--- config.mk ---
export PLATFORM = sky130hd
export DESIGN_NAME = user_input_ctrl
export DESIGN_NICKNAME = d
export VERILOG_FILES = /design/src/rtl/user_input_pkg.sv /design/src/rtl/btn_debounce.sv /design/src/rtl/user_input_ctrl.sv
export SDC_FILE = /design/constraint.sdc
export NUM_CORES = 1
export LEC_CHECK = 0
export CORE_ASPECT_RATIO = 0.6
export CORE_MARGIN = 1
export CORE_UTILIZATION = 45
export DETAILED_ROUTE_END_ITERATION = 6
export HOLD_SLACK_MARGIN = 0.02
export PLACE_DENSITY_LB_ADDON = 0.25
export SYNTH_ARGS = -nofsm -noshare
export SYNTH_HDL_FRONTEND = slang
export SYNTH_SLANG_ARGS = --single-unit
export TNS_END_PERCENT = 20
--- constraint.sdc ---
create_clock -name clk -period 3.43 [get_ports clk]
set_input_delay 0.5145 -clock clk [delete_from_list [all_inputs] [get_ports clk]]
set_output_delay 0.5145 -clock clk [all_outputs]
set_load 0.005 [all_outputs]
--- src/rtl/user_input_pkg.sv ---
// Shared types and sizing helpers for the up/down value entry block.
//   deb_state_t : debounce FSM states
//   BTN_UP/DN   : bit positions of the two buttons in the per-button vectors
//   cnt_width() : counter width that holds the largest of the cycle counts
// Optional feature macro: USER_INPUT_AUTO_REPEAT_EN (see btn_debounce).
package user_input_pkg;

    typedef enum logic [1:0] {
        IDLE,
        PRESS_CHK,
        HELD,
        REL_CHK
    } deb_state_t;

    localparam int NUM_BTNS = 2;
    localparam int BTN_UP   = 0;
    localparam int BTN_DN   = 1;

    localparam int DEF_DEB_CYCLES    = 50000;
    localparam int DEF_REPEAT_DELAY  = 25000000;
    localparam int DEF_REPEAT_PERIOD = 5000000;

    function automatic int cnt_width(input int deb, input int rd, input int rp);
        int m;
        m = deb;
        if (rd > m) m = rd;
        if (rp > m) m = rp;
        return $clog2(m + 1);
    endfunction

    localparam int CNT_W = cnt_width(DEF_DEB_CYCLES, DEF_REPEAT_DELAY, DEF_REPEAT_PERIOD);

endpackage

--- src/rtl/btn_debounce.sv ---
// Single push-button conditioner: 2-FF synchroniser followed by a
// press/release debounce FSM. Emits a one-cycle step pulse per accepted press.
// With USER_INPUT_AUTO_REPEAT_EN defined, a held button also emits repeat
// steps: first after REPEAT_DELAY cycles in HELD, then every REPEAT_PERIOD.
// Ports:
//   clk   : board clock
//   rst_n : asynchronous active-low reset
//   btn_n : raw asynchronous button, 0 = pressed
//   step  : registered one-cycle step pulse
module btn_debounce
    import user_input_pkg::*;
#(
    parameter int DEB_CYCLES    = DEF_DEB_CYCLES,
    parameter int REPEAT_DELAY  = DEF_REPEAT_DELAY,
    parameter int REPEAT_PERIOD = DEF_REPEAT_PERIOD
) (
    input  logic clk,
    input  logic rst_n,
    input  logic btn_n,
    output logic step
);

    localparam int CW = cnt_width(DEB_CYCLES, REPEAT_DELAY, REPEAT_PERIOD);
    localparam logic [CW-1:0] DEB_LAST = CW'(DEB_CYCLES - 1);

    logic [1:0]    sync_ff;
    logic          sync;
    deb_state_t    state;
    logic [CW-1:0] cnt;

    assign sync = sync_ff[1];

`ifdef USER_INPUT_AUTO_REPEAT_EN
    localparam logic [CW-1:0] RPT_DLY_LAST = CW'(REPEAT_DELAY - 1);
    localparam logic [CW-1:0] RPT_PER_LAST = CW'(REPEAT_PERIOD - 1);
    logic [CW-1:0] rpt_cnt;
    logic          rpt_first;   // still waiting for the initial (longer) delay
`endif

    always_ff @(posedge clk or negedge rst_n) begin
        if (!rst_n) begin
            sync_ff   <= 2'b11;     // released
            state     <= IDLE;
            cnt       <= '0;
            step      <= 1'b0;
`ifdef USER_INPUT_AUTO_REPEAT_EN
            rpt_cnt   <= '0;
            rpt_first <= 1'b1;
`endif
        end else begin
            sync_ff <= {sync_ff[0], btn_n};
            step    <= 1'b0;
            case (state)
                IDLE: begin
                    if (!sync) begin
                        state <= PRESS_CHK;
                        cnt   <= CW'(1);
                    end
                end
                PRESS_CHK: begin
                    if (sync) begin
                        state <= IDLE;
                        cnt   <= '0;
                    end else if (cnt == DEB_LAST) begin
                        state <= HELD;
                        step  <= 1'b1;
                    end else begin
                        cnt <= cnt + 1'b1;
                    end
                end
                HELD: begin
                    if (sync) begin
                        state <= REL_CHK;
                        cnt   <= CW'(1);
`ifdef USER_INPUT_AUTO_REPEAT_EN
                        // Clearing on exit means any later entry into HELD
                        // (including REL_CHK bounce-back) restarts the delay.
                        rpt_cnt   <= '0;
                        rpt_first <= 1'b1;
                    end else if (rpt_cnt == (rpt_first ? RPT_DLY_LAST : RPT_PER_LAST)) begin
                        step      <= 1'b1;
                        rpt_cnt   <= '0;
                        rpt_first <= 1'b0;
                    end else begin
                        rpt_cnt <= rpt_cnt + 1'b1;
`endif
                    end
                end
                REL_CHK: begin
                    if (!sync) begin
                        state <= HELD;
                        cnt   <= '0;
                    end else if (cnt == DEB_LAST) begin
                        state <= IDLE;
                        cnt   <= '0;
                    end else begin
                        cnt <= cnt + 1'b1;
                    end
                end
                default: begin
                    state <= IDLE;
                    cnt   <= '0;
                end
            endcase
        end
    end

endmodule

--- src/rtl/user_input_ctrl.sv ---
// Two-button (up/down) value entry, fully synchronous to clk. Holds a value in
// 0..MAX_VAL with wrap-around in both directions.
// Optional feature macro: USER_INPUT_AUTO_REPEAT_EN (auto-repeat while held).
// Ports:
//   clk, rst_n : board clock, asynchronous active-low reset
//   btn_up_n   : raw up button, 0 = pressed
//   btn_dn_n   : raw down button, 0 = pressed
//   enable     : 0 forces data to 0 and discards steps
//   data       : current value
//   changed    : one-cycle pulse when data changes
//   wrapped    : one-cycle pulse when a step wraps around
module user_input_ctrl
    import user_input_pkg::*;
#(
    parameter int WIDTH         = 4,
    parameter int MAX_VAL       = 15,
    parameter int DEB_CYCLES    = DEF_DEB_CYCLES,
    parameter int REPEAT_DELAY  = DEF_REPEAT_DELAY,
    parameter int REPEAT_PERIOD = DEF_REPEAT_PERIOD
) (
    input  logic             clk,
    input  logic             rst_n,
    input  logic             btn_up_n,
    input  logic             btn_dn_n,
    input  logic             enable,
    output logic [WIDTH-1:0] data,
    output logic             changed,
    output logic             wrapped
);

    localparam logic [WIDTH-1:0] MAX_V = WIDTH'(MAX_VAL);

    logic [NUM_BTNS-1:0] btn_n_vec;
    logic [NUM_BTNS-1:0] step_vec;
    logic                up;
    logic                dn;

    assign btn_n_vec[BTN_UP] = btn_up_n;
    assign btn_n_vec[BTN_DN] = btn_dn_n;
    assign up = step_vec[BTN_UP];
    assign dn = step_vec[BTN_DN];

    btn_debounce #(
        .DEB_CYCLES   (DEB_CYCLES),
        .REPEAT_DELAY (REPEAT_DELAY),
        .REPEAT_PERIOD(REPEAT_PERIOD)
    ) u_deb [NUM_BTNS-1:0] (
        .clk  (clk),
        .rst_n(rst_n),
        .btn_n(btn_n_vec),
        .step (step_vec)
    );

    always_ff @(posedge clk or negedge rst_n) begin
        if (!rst_n) begin
            data    <= '0;
            changed <= 1'b0;
            wrapped <= 1'b0;
        end else begin
            changed <= 1'b0;
            wrapped <= 1'b0;
            if (!enable) begin
                data    <= '0;
                changed <= (data != '0);
            end else if (up && !dn) begin
                // With MAX_VAL >= 1 every step moves data, so changed is unconditional.
                changed <= 1'b1;
                if (data == MAX_V) begin
                    data    <= '0;
                    wrapped <= 1'b1;
                end else begin
                    data <= data + 1'b1;
                end
            end else if (dn && !up) begin
                changed <= 1'b1;
                if (data == '0) begin
                    data    <= MAX_V;
                    wrapped <= 1'b1;
                end else begin
                    data <= data - 1'b1;
                end
            end
            // Simultaneous up and down cancel.
        end
    end

endmodule
==> flow_summary_export.csv <==
group,metric,value,unit
outcome,outcome,"complete, no violations",
cts,insertion_delay,0.33,ns
floorplan,core_area,0.00816,sq mm
global_routing,antenna_found_initial,0,
routing,routedWlPerCell,18.2,um
global_routing,grt_pass1_wl,16.5,mm
routing,drc,0,
timing,finalCriticalPeriod,2.76,ns
routing,via_count,3667,
placement,placed_cells_incl_taps,540,
yosys,synth_area,0.00393,sq mm
floorplan,dieArea,0.00912,sq mm
cts,htreeDepth,3,
placement,dpl.hpwl,7.04,mm
placement,pre_cts_slack,0.846,ns
cts,cts_setup_buffers,0,
timing,rsz0062_at_grt,"no",
flow_run,cap_violations,0,
cts,cts_resized,0,
timing,setup_viol_count_final,0,
pwr,leakagePower,1.76,nW
pwr,power_density,421,mW/mm^2
worst_setup_path,crit_chain,"or3b_2 > nor4_1 > a21o_1 > o311ai_0 > o41ai_1",
yosys,synth_edf_count,0,
cts,cts_num_sinks,66,
worst_setup_path,required,3.61,ns
yosys,ys_seq_area_frac,0.422,
yosys,async_reset_ff_frac,1.00,
timing,worstMarginPinSlew,0.884,ns
finish,design_area,0.00441,sq mm
cts,cts-root-buf,"clkbuf_16",
worst_setup_path,cp_data_arrival_time,2.94,ns
yosys,syn-num-nets,445,
routing,routed_via_density,6.60,
global_routing,grt_usage,0.240,
placement,gp_congestion,0.876,
worst_setup_path,start_kind,"register",
cts,cts_tree,"built",
worst_setup_path,endpoint_kind,"register",
floorplan,start_util,0.481,
finish,syn2layout_area_growth,12.4,%
yosys,ys_seq_elements,66,
timing,final_max_slew_viol_count,0,
routing,drtIter0Drc,492,
global_routing,grt_max_degree,51,
yosys,synth.avg_cell_area,9.05,sq um
worst_setup_path,cp_slowest_cell,"a21o_1",
timing,max_slew_margin,0.410,
floorplan,ios,11,
floorplan,die_w,123,um
timing,hold_violations,0,
routing,ant_nets,0,
pwr,peakVddDrop,0.270,mV
routing,first_pass_iters,5,
cts,cts_hold_buf,0,
yosys,ys_types,66,
floorplan,rows,25,
timing,max_freq,362,MHz
timing,finalWorstSetupSlack,0.669,ns
timing,fin_skew,0.00749,ns
routing,wl,10.1,mm
cts,clock_path_buffers,2,
timing,tns,0,ns
cts,cts_made_buffers,9,
finish,finish.utilization,0.541,
timing,fin_crit_sh,0.805,
global_routing,grt_remaining_overflow,0,
min_path,hp-class,"in -> async",
finish,drive_above_1_share,0.0871,
finish,nets,454,
worst_setup_path,criticalPathCategory,"reg -> reg",
worst_setup_path,cp_max_fo,34,
yosys,synth_warnings,0,
placement,io_buffers,10,
finish,num_antenna_cells,0,
cts,clkTransAtPathRegs,0.05,ns
finish,final_cell_count_no_fill,556,
global_routing,first_global_vias,3268,
yosys,syn_inst,434,
worst_setup_path,max_stage_delay,0.74,ns
placement,placed_cell_area,0.00411,sq mm
yosys,ys.flop_type,"dfrtp_1",
floorplan,die-height,74.4,um
[synthesized netlist by cell type, drive strengths merged, types with 12 or more instances]
cell type / number / share of area
dfrtp: 62 / 0.40
nand2: 42 / 0.040
a21oi: 31 / 0.040
nor2: 24 / 0.023
nand3: 22 / 0.029
o21ai: 22 / 0.028
or4: 20 / 0.041
o31ai: 18 / 0.034
nand4: 16 / 0.025
nor4: 14 / 0.024
inv: 13 / 0.012
a31oi: 12 / 0.019
[worst paths after layout]
| path | start | end | slack (ns) | cells after the start |
|---|---|---|---|---|
| max | u_deb[1].state[0] | u_deb[1].cnt[23] | 0.67 | 5 |
| min | rst_n | data[2] | 0.11 | 1 |
| max reg2reg | u_deb[1].state[0] | u_deb[1].cnt[23] | 0.67 | 5 |
| min reg2reg | u_deb[0].sync_ff[0] | u_deb[0].sync_ff[1] | 0.35 | 0 |
| max in group asynchronous | rst_n | u_deb[1].cnt[17] | 2.34 | 2 |
| min in group clk | u_deb[0].sync_ff[0] | u_deb[0].sync_ff[1] | 0.35 | 0 |
[layer usage]
metal,vias to the layer above,GRT usage,share of wire
met1,1755,0.358,0.50
li1,1706,-,-
met2,183,0.318,0.39
met4,0,0.0949,0.019
met5,-,0,0
met3,23,0.0759,0.093
[layout by cell type (no fill, tap or decap), drive strengths merged, types with 2 or more instances in the layout]
| cell | Yosys | layout |
|---|---|---|
| xor2 | 6 | 6 |
| a41oi | 2 | 2 |
| nor3 | 10 | 10 |
| nand2 | 42 | 42 |
| ha | 6 | 6 |
| a21oi | 31 | 31 |
| a22o | 4 | 4 |
| and4 | 5 | 5 |
| a221oi | 2 | 2 |
| mux2i | 4 | 4 |
| a21o | 4 | 4 |
| clkdlybuf4s50 | 0 | 9 |
| o31a | 2 | 2 |
| a31oi | 12 | 12 |
| dfstp | 4 | 4 |
| or4 | 20 | 20 |
| nand4b | 2 | 2 |
| a22oi | 2 | 2 |
| nand3 | 22 | 22 |
| inv | 13 | 13 |
| xnor2 | 6 | 6 |
| nor4b | 2 | 2 |
| a211oi | 2 | 2 |
| or3 | 11 | 11 |
| nand4 | 16 | 16 |
| nor2 | 24 | 24 |
| o22ai | 3 | 3 |
| a2bb2oi | 2 | 2 |
| o311ai | 2 | 2 |
| clkinv | 0 | 3 |
| nand2b | 2 | 2 |
| clkbuf | 8 | 11 |
| dfrtp | 62 | 62 |
| o31ai | 18 | 18 |
| buf | 10 | 7 |
| and3 | 11 | 11 |
| and2 | 5 | 5 |
| nor4 | 14 | 14 |
| o21ai | 22 | 22 |
| o211ai | 3 | 3 |
[registers in the layout (all words and copies together), names as in the netlist, named ones only]
name / cells
u_deb.state: 2
u_deb.sync_ff: 4
u_deb.step: 2
data: 4
changed: 1
wrapped: 1
u_deb.cnt: 50
[stage by stage]
stage	hold WS, ns	power [mW]
2_1_floorplan	0.219	0.885
3_3_place_gp	0.349	0.924
3_5_place_dp	0.347	0.928
4_1_cts	0.118	1.87
5_1_grt	0.127	1.93
6_report	0.106	1.86
[power by group]
group	internal (mW)	total [mW]	switching, mW	leakage [nW]
clock network	0.598	0.942	0.344	0.151
registers	0.792	0.812	0.0198	0.897
logic	0.0328	0.104	0.0713	0.712
[cells by family after synthesis]
logic type,Yosys count,share of synthesized area
AO/OA/AOI/OAI,121,0.200
adder cells (fa/ha/maj),6,0.0191
buffers and inverters,31,0.0363
AND/OR/NAND/NOR,193,0.280
multiplexers,4,0.0102
XOR/XNOR,13,0.0325
flip-flops,66,0.422
[final cells by class]
cell class / count / area (sq um)
flip-flops and latches: 66 / 1660
inverters: 13 / 48.8
repair buffers: 16 / 140
fillers: 710 / 3750
clock inverters: 5 / 52.6
well taps: 108 / 135
clock buffers: 11 / 253
multi-input cells: 337 / 2130
[critical path, delay by kind of cell, from the launching register on]
family | cells | cell delay, ns
compound gates | 3 | 1.25
flops | 1 | 0.59
simple gates | 2 | 0.78
Power figures use the tool's default switching activity.
